`config.mk`:
```
export PLATFORM = sky130hd
export DESIGN_NAME = cv32e40p_ft_err_manager
export DESIGN_NICKNAME = d
export VERILOG_FILES = /design/src/rtl/ft_pkg.sv /design/src/rtl/cv32e40p_ft_replica_tracker.sv /design/src/rtl/cv32e40p_ft_err_manager.sv
export SDC_FILE = /design/constraint.sdc
export NUM_CORES = 1
export LEC_CHECK = 0
export ABC_AREA = 1
export CAP_MARGIN = 25
export CORE_MARGIN = 2
export CORE_UTILIZATION = 46
export DETAILED_ROUTE_END_ITERATION = 10
export PLACE_DENSITY = 0.69
export SYNTH_ARGS = -nofsm -noshare
export SYNTH_HDL_FRONTEND = slang
export SYNTH_SLANG_ARGS = --single-unit
```
`constraint.sdc`:
```
create_clock -name clk -period 2.3 [get_ports clk]
set_input_delay 0.46 -clock clk [delete_from_list [all_inputs] [get_ports clk]]
set_output_delay 0.46 -clock clk [all_outputs]
set_load 0.05 [all_outputs]
```
`src/rtl/ft_pkg.sv`:
```
// ft_pkg: shared types for the fault-tolerance blocks (replica health state, voter error vector)
package ft_pkg;
    typedef enum logic [1:0] {RS_OK, RS_RESYNC, RS_DEAD} replica_state_e;
    typedef logic [2:0] ft_blk_err_t;
endpackage

```
`src/rtl/cv32e40p_ft_replica_tracker.sv`:
```
// cv32e40p_ft_replica_tracker: per-replica leaky error counter, OK/RESYNC/DEAD FSM and resync timeout
// Ports: clk, rst (async, active-high); frz freezes all state; inc/dec bump the counter up/down
// (dec ignored when inc is set); ack restores a replica in RESYNC; cnt is the counter value;
// dis/req/dead are registered state outputs; entering flags an OK->RESYNC move on this edge.
module cv32e40p_ft_replica_tracker
    import ft_pkg::*;
#(
    parameter int CNT_W     = 8,
    parameter int THRESHOLD = 4,
    parameter int TIMEOUT   = 64
) (
    input  logic             clk,
    input  logic             rst,
    input  logic             frz,
    input  logic             inc,
    input  logic             dec,
    input  logic             ack,
    output logic [CNT_W-1:0] cnt,
    output logic             dis,
    output logic             req,
    output logic             dead,
    output logic             entering
);
    localparam int TW = TIMEOUT > 1 ? $clog2(TIMEOUT) : 1;

    replica_state_e   state_q, state_d;
    logic [CNT_W-1:0] cnt_d, cnt_inc;
    logic [TW-1:0]    tmr_q, tmr_d;

    assign cnt_inc  = &cnt ? cnt : cnt + 1'b1;
    assign entering = !frz && state_q == RS_OK && inc && cnt_inc >= CNT_W'(THRESHOLD);

    always_comb begin
        state_d = state_q;
        cnt_d   = cnt;
        tmr_d   = tmr_q;
        if (!frz) begin
            case (state_q)
                RS_OK: begin
                    if (inc) begin
                        cnt_d = cnt_inc;
                        if (entering) begin
                            state_d = RS_RESYNC;
                            tmr_d   = '0;
                        end
                    end else if (dec && cnt != '0) begin
                        cnt_d = cnt - 1'b1;
                    end
                end
                RS_RESYNC: begin
                    // ack takes priority over an expiring timer
                    if (ack) begin
                        state_d = RS_OK;
                        cnt_d   = '0;
                    end else if (tmr_q == TW'(TIMEOUT - 1)) begin
                        state_d = RS_DEAD;
                    end else begin
                        tmr_d = tmr_q + 1'b1;
                    end
                end
                default: ;
            endcase
        end
    end

    always_ff @(posedge clk or posedge rst) begin
        if (rst) begin
            state_q <= RS_OK;
            cnt     <= '0;
            tmr_q   <= '0;
            dis     <= 1'b0;
            req     <= 1'b0;
            dead    <= 1'b0;
        end else begin
            state_q <= state_d;
            cnt     <= cnt_d;
            tmr_q   <= tmr_d;
            dis     <= state_d != RS_OK;
            req     <= state_d == RS_RESYNC;
            dead    <= state_d == RS_DEAD;
        end
    end
endmodule

```
`src/rtl/cv32e40p_ft_err_manager.sv`:
```
// cv32e40p_ft_err_manager: tracks replica health from voter error flags, retires/resyncs replicas, flags fatal loss of redundancy
// Ports: clk, rst (async, active-high); valid_i qualifies block_err_i (per-replica voter flags);
// resync_ack_i restores replicas; replica_disable_o/resync_req_o/dead_o per-replica status;
// only_two_o selects two-way voting; uncorrectable_o pulses on multi-replica errors;
// fatal_o is sticky; err_cnt_o packs the per-replica counters, replica k at [k*CNT_W +: CNT_W].
module cv32e40p_ft_err_manager
    import ft_pkg::*;
#(
    parameter int CNT_W     = 8,
    parameter int THRESHOLD = 4,
    parameter int WINDOW    = 256,
    parameter int TIMEOUT   = 64
) (
    input  logic               clk,
    input  logic               rst,
    input  logic               valid_i,
    input  logic [2:0]         block_err_i,
    input  logic [2:0]         resync_ack_i,
    output logic [2:0]         replica_disable_o,
    output logic [2:0]         resync_req_o,
    output logic [2:0]         dead_o,
    output logic               only_two_o,
    output logic               uncorrectable_o,
    output logic               fatal_o,
    output logic [3*CNT_W-1:0] err_cnt_o
);
    localparam int WW = WINDOW > 1 ? $clog2(WINDOW) : 1;

    ft_blk_err_t   masked, inc, dec, entering;
    logic          single, multi, wrap, fatal_set;
    logic [WW-1:0] wcnt_q;

    // errors from already-disabled replicas never count toward classification
    assign masked     = valid_i ? block_err_i & ~replica_disable_o : '0;
    assign single     = masked inside {3'b001, 3'b010, 3'b100};
    assign multi      = masked != '0 && !single;
    assign inc        = single ? masked : '0;
    assign wrap       = valid_i && !fatal_o && wcnt_q == WW'(WINDOW - 1);
    assign dec        = wrap ? ~inc : '0;
    // an entering replica is itself in OK, so any disabled replica is "another" one
    assign fatal_set  = (multi || |entering) && |replica_disable_o;
    assign only_two_o = |replica_disable_o;

    always_ff @(posedge clk or posedge rst) begin
        if (rst) begin
            wcnt_q          <= '0;
            uncorrectable_o <= 1'b0;
            fatal_o         <= 1'b0;
        end else begin
            uncorrectable_o <= multi;
            fatal_o         <= fatal_o | fatal_set;
            if (valid_i && !fatal_o) wcnt_q <= wrap ? '0 : wcnt_q + 1'b1;
        end
    end

    for (genvar k = 0; k < 3; k++) begin : g_trk
        cv32e40p_ft_replica_tracker #(
            .CNT_W    (CNT_W),
            .THRESHOLD(THRESHOLD),
            .TIMEOUT  (TIMEOUT)
        ) u_trk (
            .clk     (clk),
            .rst     (rst),
            .frz     (fatal_o),
            .inc     (inc[k]),
            .dec     (dec[k]),
            .ack     (resync_ack_i[k]),
            .cnt     (err_cnt_o[k*CNT_W +: CNT_W]),
            .dis     (replica_disable_o[k]),
            .req     (resync_req_o[k]),
            .dead    (dead_o[k]),
            .entering(entering[k])
        );
    end
endmodule

```
# Yosys cells after proc, flatten, opt, wreduce, memory -nomap -nowiden
# Index checks and enable logic that the tools add are counted.
word_totals:
  ff_bits: 67
  latch_bits: 0
  mem_bits_rw: 0
  mem_bits_ro: 0
  output_inout_bits: 36
  mem_count: 0
op_classes:
  add_sub_neg: 10
  multipliers: 0
  n_div: 0
  magnitude_cmp: 3
  eq_ne: 34
  n_shift: 0
  n_mux: 52
  bitwise_logic: 5
  reduce_logical: 44
op_table:
  columns: ["cell", "n"]
  rows:
  - ["two-way mux 8 bit", 13]
  - ["two-way mux 6 bit", 12]
  - ["one-hot mux 8 bit (2 select lines)", 3]
  - ["one-hot mux 6 bit (2 select lines)", 3]
  - ["adder 8 x 1 -> 8 bit (second input constant)", 4]
  - ["two-way mux 2 bit", 15]
  - [">= comparator 8 x 3 -> 1 bit (second input constant)", 3]
  - ["inequality test 2 bit (second input constant)", 12]
  - ["AND reduction 8 bit", 3]
  - ["nonzero test 8 bit", 3]
  - ["subtractor 8 x 1 -> 8 bit (second input constant)", 3]
  - ["adder 6 x 1 -> 6 bit (second input constant)", 3]
  - ["== test 6 bit (second input constant)", 3]
  - ["AND reduction 6 bit", 3]
  - ["logical AND 1 bit", 16]
  - ["== test 2 x 1 -> 1 bit (second input constant)", 6]
  - ["one-hot mux 2 bit (2 select lines)", 3]
  - ["AND reduction 4 bit", 3]
  - ["nonzero test 2 bit", 6]
  - ["two-way mux 3 bit", 3]
  - ["inequality test 3 bit (second input constant)", 3]
  - ["== test 8 bit (second input constant)", 1]
  - ["== test 2 bit (second input constant)", 3]
  - ["logical NOT 2 bit", 3]
  - ["other kinds (12)", 18]

# Longest topological paths before layout
# Gate-level depths: netlist of run 1.
logic_depth:
  word_depth: 13
  mapped_depth: 15

# Modules after synthesis
# From an unflattened synthesis of run 1, not the netlist that was laid out.
unflattened:
  hier_cells: 670
  hier_area_um2: 4649.5
by_module_without_submodules:
  columns: ["mod", "n_inst", "cells_each", "area_each_um2", "seq_area_each_um2"]
  rows:
  - ["cv32e40p_ft_replica_tracker at g_trk[0].u_trk ...", 2, 195, 1345.0, 475.5]
  - ["cv32e40p_ft_replica_tracker at g_trk[2].u_trk", 1, 194, 1355.0, 475.5]
  - ["cv32e40p_ft_err_manager", 1, 86, 604.3, 250.2]

# Least setup slack after synthesis of run 1
# OpenSTA, ideal clock, no wires.
synth_timing:
  path_type: "register -> register"
  startpoint: "register g_trk[0].u_trk.cnt[0]"
  endpoint: "register g_trk[0].u_trk.tmr_q[3]"
  setup_ns: 0.117
  arrival_ns: 1.957
  required_time_ns: 2.183
  setup_slack_ns: 0.226
  path_stages_with_launch: 13
  synth_period_minus_slack_ns: 2.074
  path_cell_list: "dfrtp_1 ha_1 nand2_2 nor3_4 nand2_2 nand3_1 nor2_1 nand2_1 nand2_2 nand2_2 nand2_2 nand2_1 nand2_1"
synth_via:
  elab_chain_len: 6
synth_lines:
  columns: ["element", "line", "text"]
  rows:
  - ["start: declaration", "cv32e40p_ft_replica_tracker.sv:18", "output logic [CNT_W-1:0] cnt,"]
  - ["start signal: assignment", "cv32e40p_ft_replica_tracker.sv:76", "cnt <= cnt_d;"]
  - ["adder 8 x 1 -> 8 bit / AND reduction 8 bit (equally long branches)", "cv32e40p_ft_replica_tracker.sv:30", "assign cnt_inc = &cnt ? cnt : cnt + 1'b1;"]
  - ["two-way mux 8 bit (*)", "cv32e40p_ft_replica_tracker.sv:30", null]
  - [">= comparator 8 x 3 -> 1 bit (*)", "cv32e40p_ft_replica_tracker.sv:31", "assign entering = !frz && state_q == RS_OK && inc && cnt_inc >= CNT_W'(THRESHOLD);"]
  - ["logical AND 1 bit (*)", "cv32e40p_ft_replica_tracker.sv:31", null]
  - ["inequality test 2 x 1 -> 1 bit (no source line) (*)", null, null]
  - ["AND reduction 6 bit (no source line) (*)", null, null]
  - ["end signal: assignment", "cv32e40p_ft_replica_tracker.sv:77", "tmr_q <= tmr_d;"]
  - ["end: declaration", "cv32e40p_ft_replica_tracker.sv:28", "logic [TW-1:0] tmr_q, tmr_d;"]
# Mark *: on every way between the ends. The rest lies on a longest branch, timed or not.
# A chain may end at the register's enable or synchronous reset.

# Worst setup path in the final report of run 1
layout_timing:
  startpoint: "register fatal_o"
  endpoint: "output fatal_o"
layout_lines:
  columns: ["element", "line", "text"]
  rows:
  - ["start: declaration", "cv32e40p_ft_err_manager.sv:24", "output logic fatal_o,"]
  - ["start signal: assignment", "cv32e40p_ft_err_manager.sv:51", "fatal_o <= fatal_o | fatal_set;"]
# No word-level cell between the ends.

==> results of run 1 <==
area by class of cell:
type / count / area, um^2
inverters: 76 / 285
clock inverters: 6 / 65.1
clock buffers: 10 / 138
well taps: 133 / 166
multi-input cells: 480 / 2520
repair buffers: 64 / 621
fillers: 931 / 4310
flip-flops and latches: 67 / 1680
flip-flops by register name, summed over array words and instances (netlist names):
register / count
g_trk.u_trk.cnt: 24
g_trk.u_trk.req: 3
wcnt_q: 8
g_trk.u_trk.dis: 3
g_trk.u_trk.state_q: 6
g_trk.u_trk.dead: 3
g_trk.u_trk.tmr_q: 18
fatal_o: 1
uncorrectable_o: 1
per-stage QoR:
step                      std cells  TNS (ns)  hold WS (ns)  setup slack, ns  instance area (um^2)
final                           836         0         0.445           0.0860                  5470
after global routing            836         0         0.507           0.0136                  5470
after CTS                       836         0         0.467          0.00232                  5460
after detailed placement        820    -0.331         0.459          -0.0605                  5260
after global placement          820   -0.0167         0.456          -0.0162                  5260
after floorplan                 642         0         0.442            0.157                  4610
synthesized netlist by cell type (all sizes together):
master    n  area, um^2
clkbuf    1        3.75
nor3b     1        7.51
nand2   192         766
a221oi    1        8.76
o21bai    3        30.0
a31oi     8        50.1
nor3     11        82.6
nor4      4        25.0
buf      18         135
inv      76         285
and2      1        6.26
or2       3        18.8
and3      1        6.26
o211ai    2        15.0
o22ai     4        25.0
nand3b    2        15.0
xnor2     3        26.3
nand4    10        62.6
ha       13         163
a21boi    1        7.51
a21oi    15        86.3
dfrtp    67        1680
o21ai    54         300
a211oi    1        7.51
nor2     63         251
xor2     26         228
nand3    61         325
logic make-up (layout without fill, tap and decap cells):
group	Yosys count	count (layout)	share of synthesized area (%)
adders and majority gates	13	13	3.53
xor gates and xnor gates	29	29	5.50
DFF	67	67	36.3
buffers and inverters	95	156	9.19
and+or+nand+nor	349	349	33.9
AOI/OAI and AO/OA	89	89	11.5
worst min-delay path by stage:
stage	cells after the start	slack [ns]	end
6_report	2	0.45	g_trk[2].u_trk.cnt[7]
5_1_grt	2	0.51	g_trk[2].u_trk.cnt[6]
4_1_cts	2	0.47	g_trk[2].u_trk.cnt[7]
3_5_place_dp	2	0.46	g_trk[0].u_trk.tmr_q[5]
3_3_place_gp	2	0.46	g_trk[2].u_trk.tmr_q[5]
2_1_floorplan	2	0.44	g_trk[0].u_trk.tmr_q[5]
power by group through the flow:
stage	clock network, mW	registers (mW)	logic, mW
2_1_floorplan	0	1.20	0.0521
3_3_place_gp	0	1.20	0.104
3_5_place_dp	0	1.20	0.106
4_1_cts	1.03	1.18	0.107
5_1_grt	1.07	1.18	0.118
6_report	1.00	1.18	0.104
metal layers:
metal | part of all wire [%] | vias up
met5 | 0 | -
met4 | 2.0 | 0
met3 | 4.5 | 20
met2 | 48 | 117
met1 | 46 | 1980
li1 | - | 2196
what timing repair did:
| item | CTS | global route |
|---|---|---|
| buffers inserted | 0 | 0 |
| gates resized for setup | 0 | 3 |
| setup endpoints to repair | 0 | 10 |
==> metrics.cfg, run 1 <==
[run_status]
status = complete, no violations

[global_route]
grt_usage_pct = 20.3
grt_util_met2_pct = 34.2
use_met1_pct = 26.3
antenna_found_initial = 0
grt_pass1_vias = 4135
grt.overflow.total = 0
grt_max_degree = 33
grt.busiest_layer = met2
grt_util_met3_pct = 3.20
grt_pass1_wl_mm = 18.4

[power]
combinationalPowerShare_pct = 4.6
vdd_ir_drop_max_mv = 0.250
power_leakage_nw = 2.89
totalPowerFinal_mw = 2.28
p_seq_share_pct = 51.6
p_int_mw = 1.75
power.share.switching_pct = 23.5
power_density_nw_per_um2 = 417
clkPwrFrac_pct = 43.8
p_sw_mw = 0.537

[timing]
slew_violations = 0
max_freq_ghz = 0.452
hold_viol = 0
relSlewSlack_pct = 64.1
worst_slew_pin_slew_ns = 0.537
fin_crit_ns = 2.21
rsz0062_at_grt = false
skew_ns = 0.00526
setup_viol = 0
fin_crit_sh_pct = 96.3

[die]
io_pins = 45
row_count = 36
die_y_um = 104
core-area_um2 = 9770
die-area_um2 = 10800
die_w_um = 104
start_util_pct = 47.2

[route]
wire_per_inst_um = 12.7
drt-pass1-iter-count = 5
finalWirelength_mm = 10.6
drcViolationCount = 0
vias = 4313
vias_per_cell = 5.16
postRouteAntennaNets = 0
dr.first_iter.drc_count = 226

[clock_network]
cts_tree = built
clock_latency_ns = 0.35
clock_path_buffers = 2
h-tree-depth = 3
cts-buffers-inserted = 9
postCtsHoldBufs = 0
path_clk_slew_ns = 0.07
root_buffer = clkbuf_8
clock_sinks = 67

[setup_path]
required_ns = 1.84
max_stage_delay_ns = 0.87
r2r-end = g_trk[0].u_trk.tmr_q[4]
critPathBufInv = 1
cp_top_family = buffers and inverters
arrival_ns = 1.75
path_depth = 1
r2r_start = g_trk[0].u_trk.cnt[0]
crit_path_end = fatal_o
path_cells = clkdlybuf4s50_1
rrSetupSlack_ns = 0.21
worst_r2r_path_depth = 13
worstSetupPathType = reg -> out
cp-startpoint = fatal_o
critPathMaxFanout = 7
end_kind = primary output
crit_path_top_delay_cell = clkdlybuf4s50_1
startpoint_type = flop

[cells_and_area]
layout.nets = 720
final_common_cell = nand2_1
diodes = 0
final_cell_mix = 177 x nand2_1, 67 x inv_1, 67 x dfrtp_1
drive_gt1_share_pct = 12.1
syn_to_final_growth_pct = 18.5
final_util_pct = 55.9

[min_path]
hold_class = in -> async

[placement]
gp_congestion = 0.894
port_buffers = 44
dp_hpwl_mm = 8.13

[yosys]
avgSynthCellArea_um2 = 7.19
synth_nets = 664
yosysUniqueCellTypes = 40
yosys_warnings = 0
syn_inst = 642
ys_seq_area_share_pct = 36.3
syn-cell-area_um2 = 4610
synth-seq-cells = 67

[run]
drv_cap = 0

Power figures use the tool's default switching activity.
==> inputs of run 2 (changes only) <==
--- a/config.mk
+++ b/config.mk
@@ -9,6 +9,7 @@
 export CAP_MARGIN = 25
 export CORE_MARGIN = 2
 export CORE_UTILIZATION = 46
+export CTS_CLUSTER_SIZE = 16
 export DETAILED_ROUTE_END_ITERATION = 10
 export PLACE_DENSITY = 0.69
 export SYNTH_ARGS = -nofsm -noshare
==> results of run 2 <==
Same layout as run 1: the final DEF is identical, and so are final timing and power.
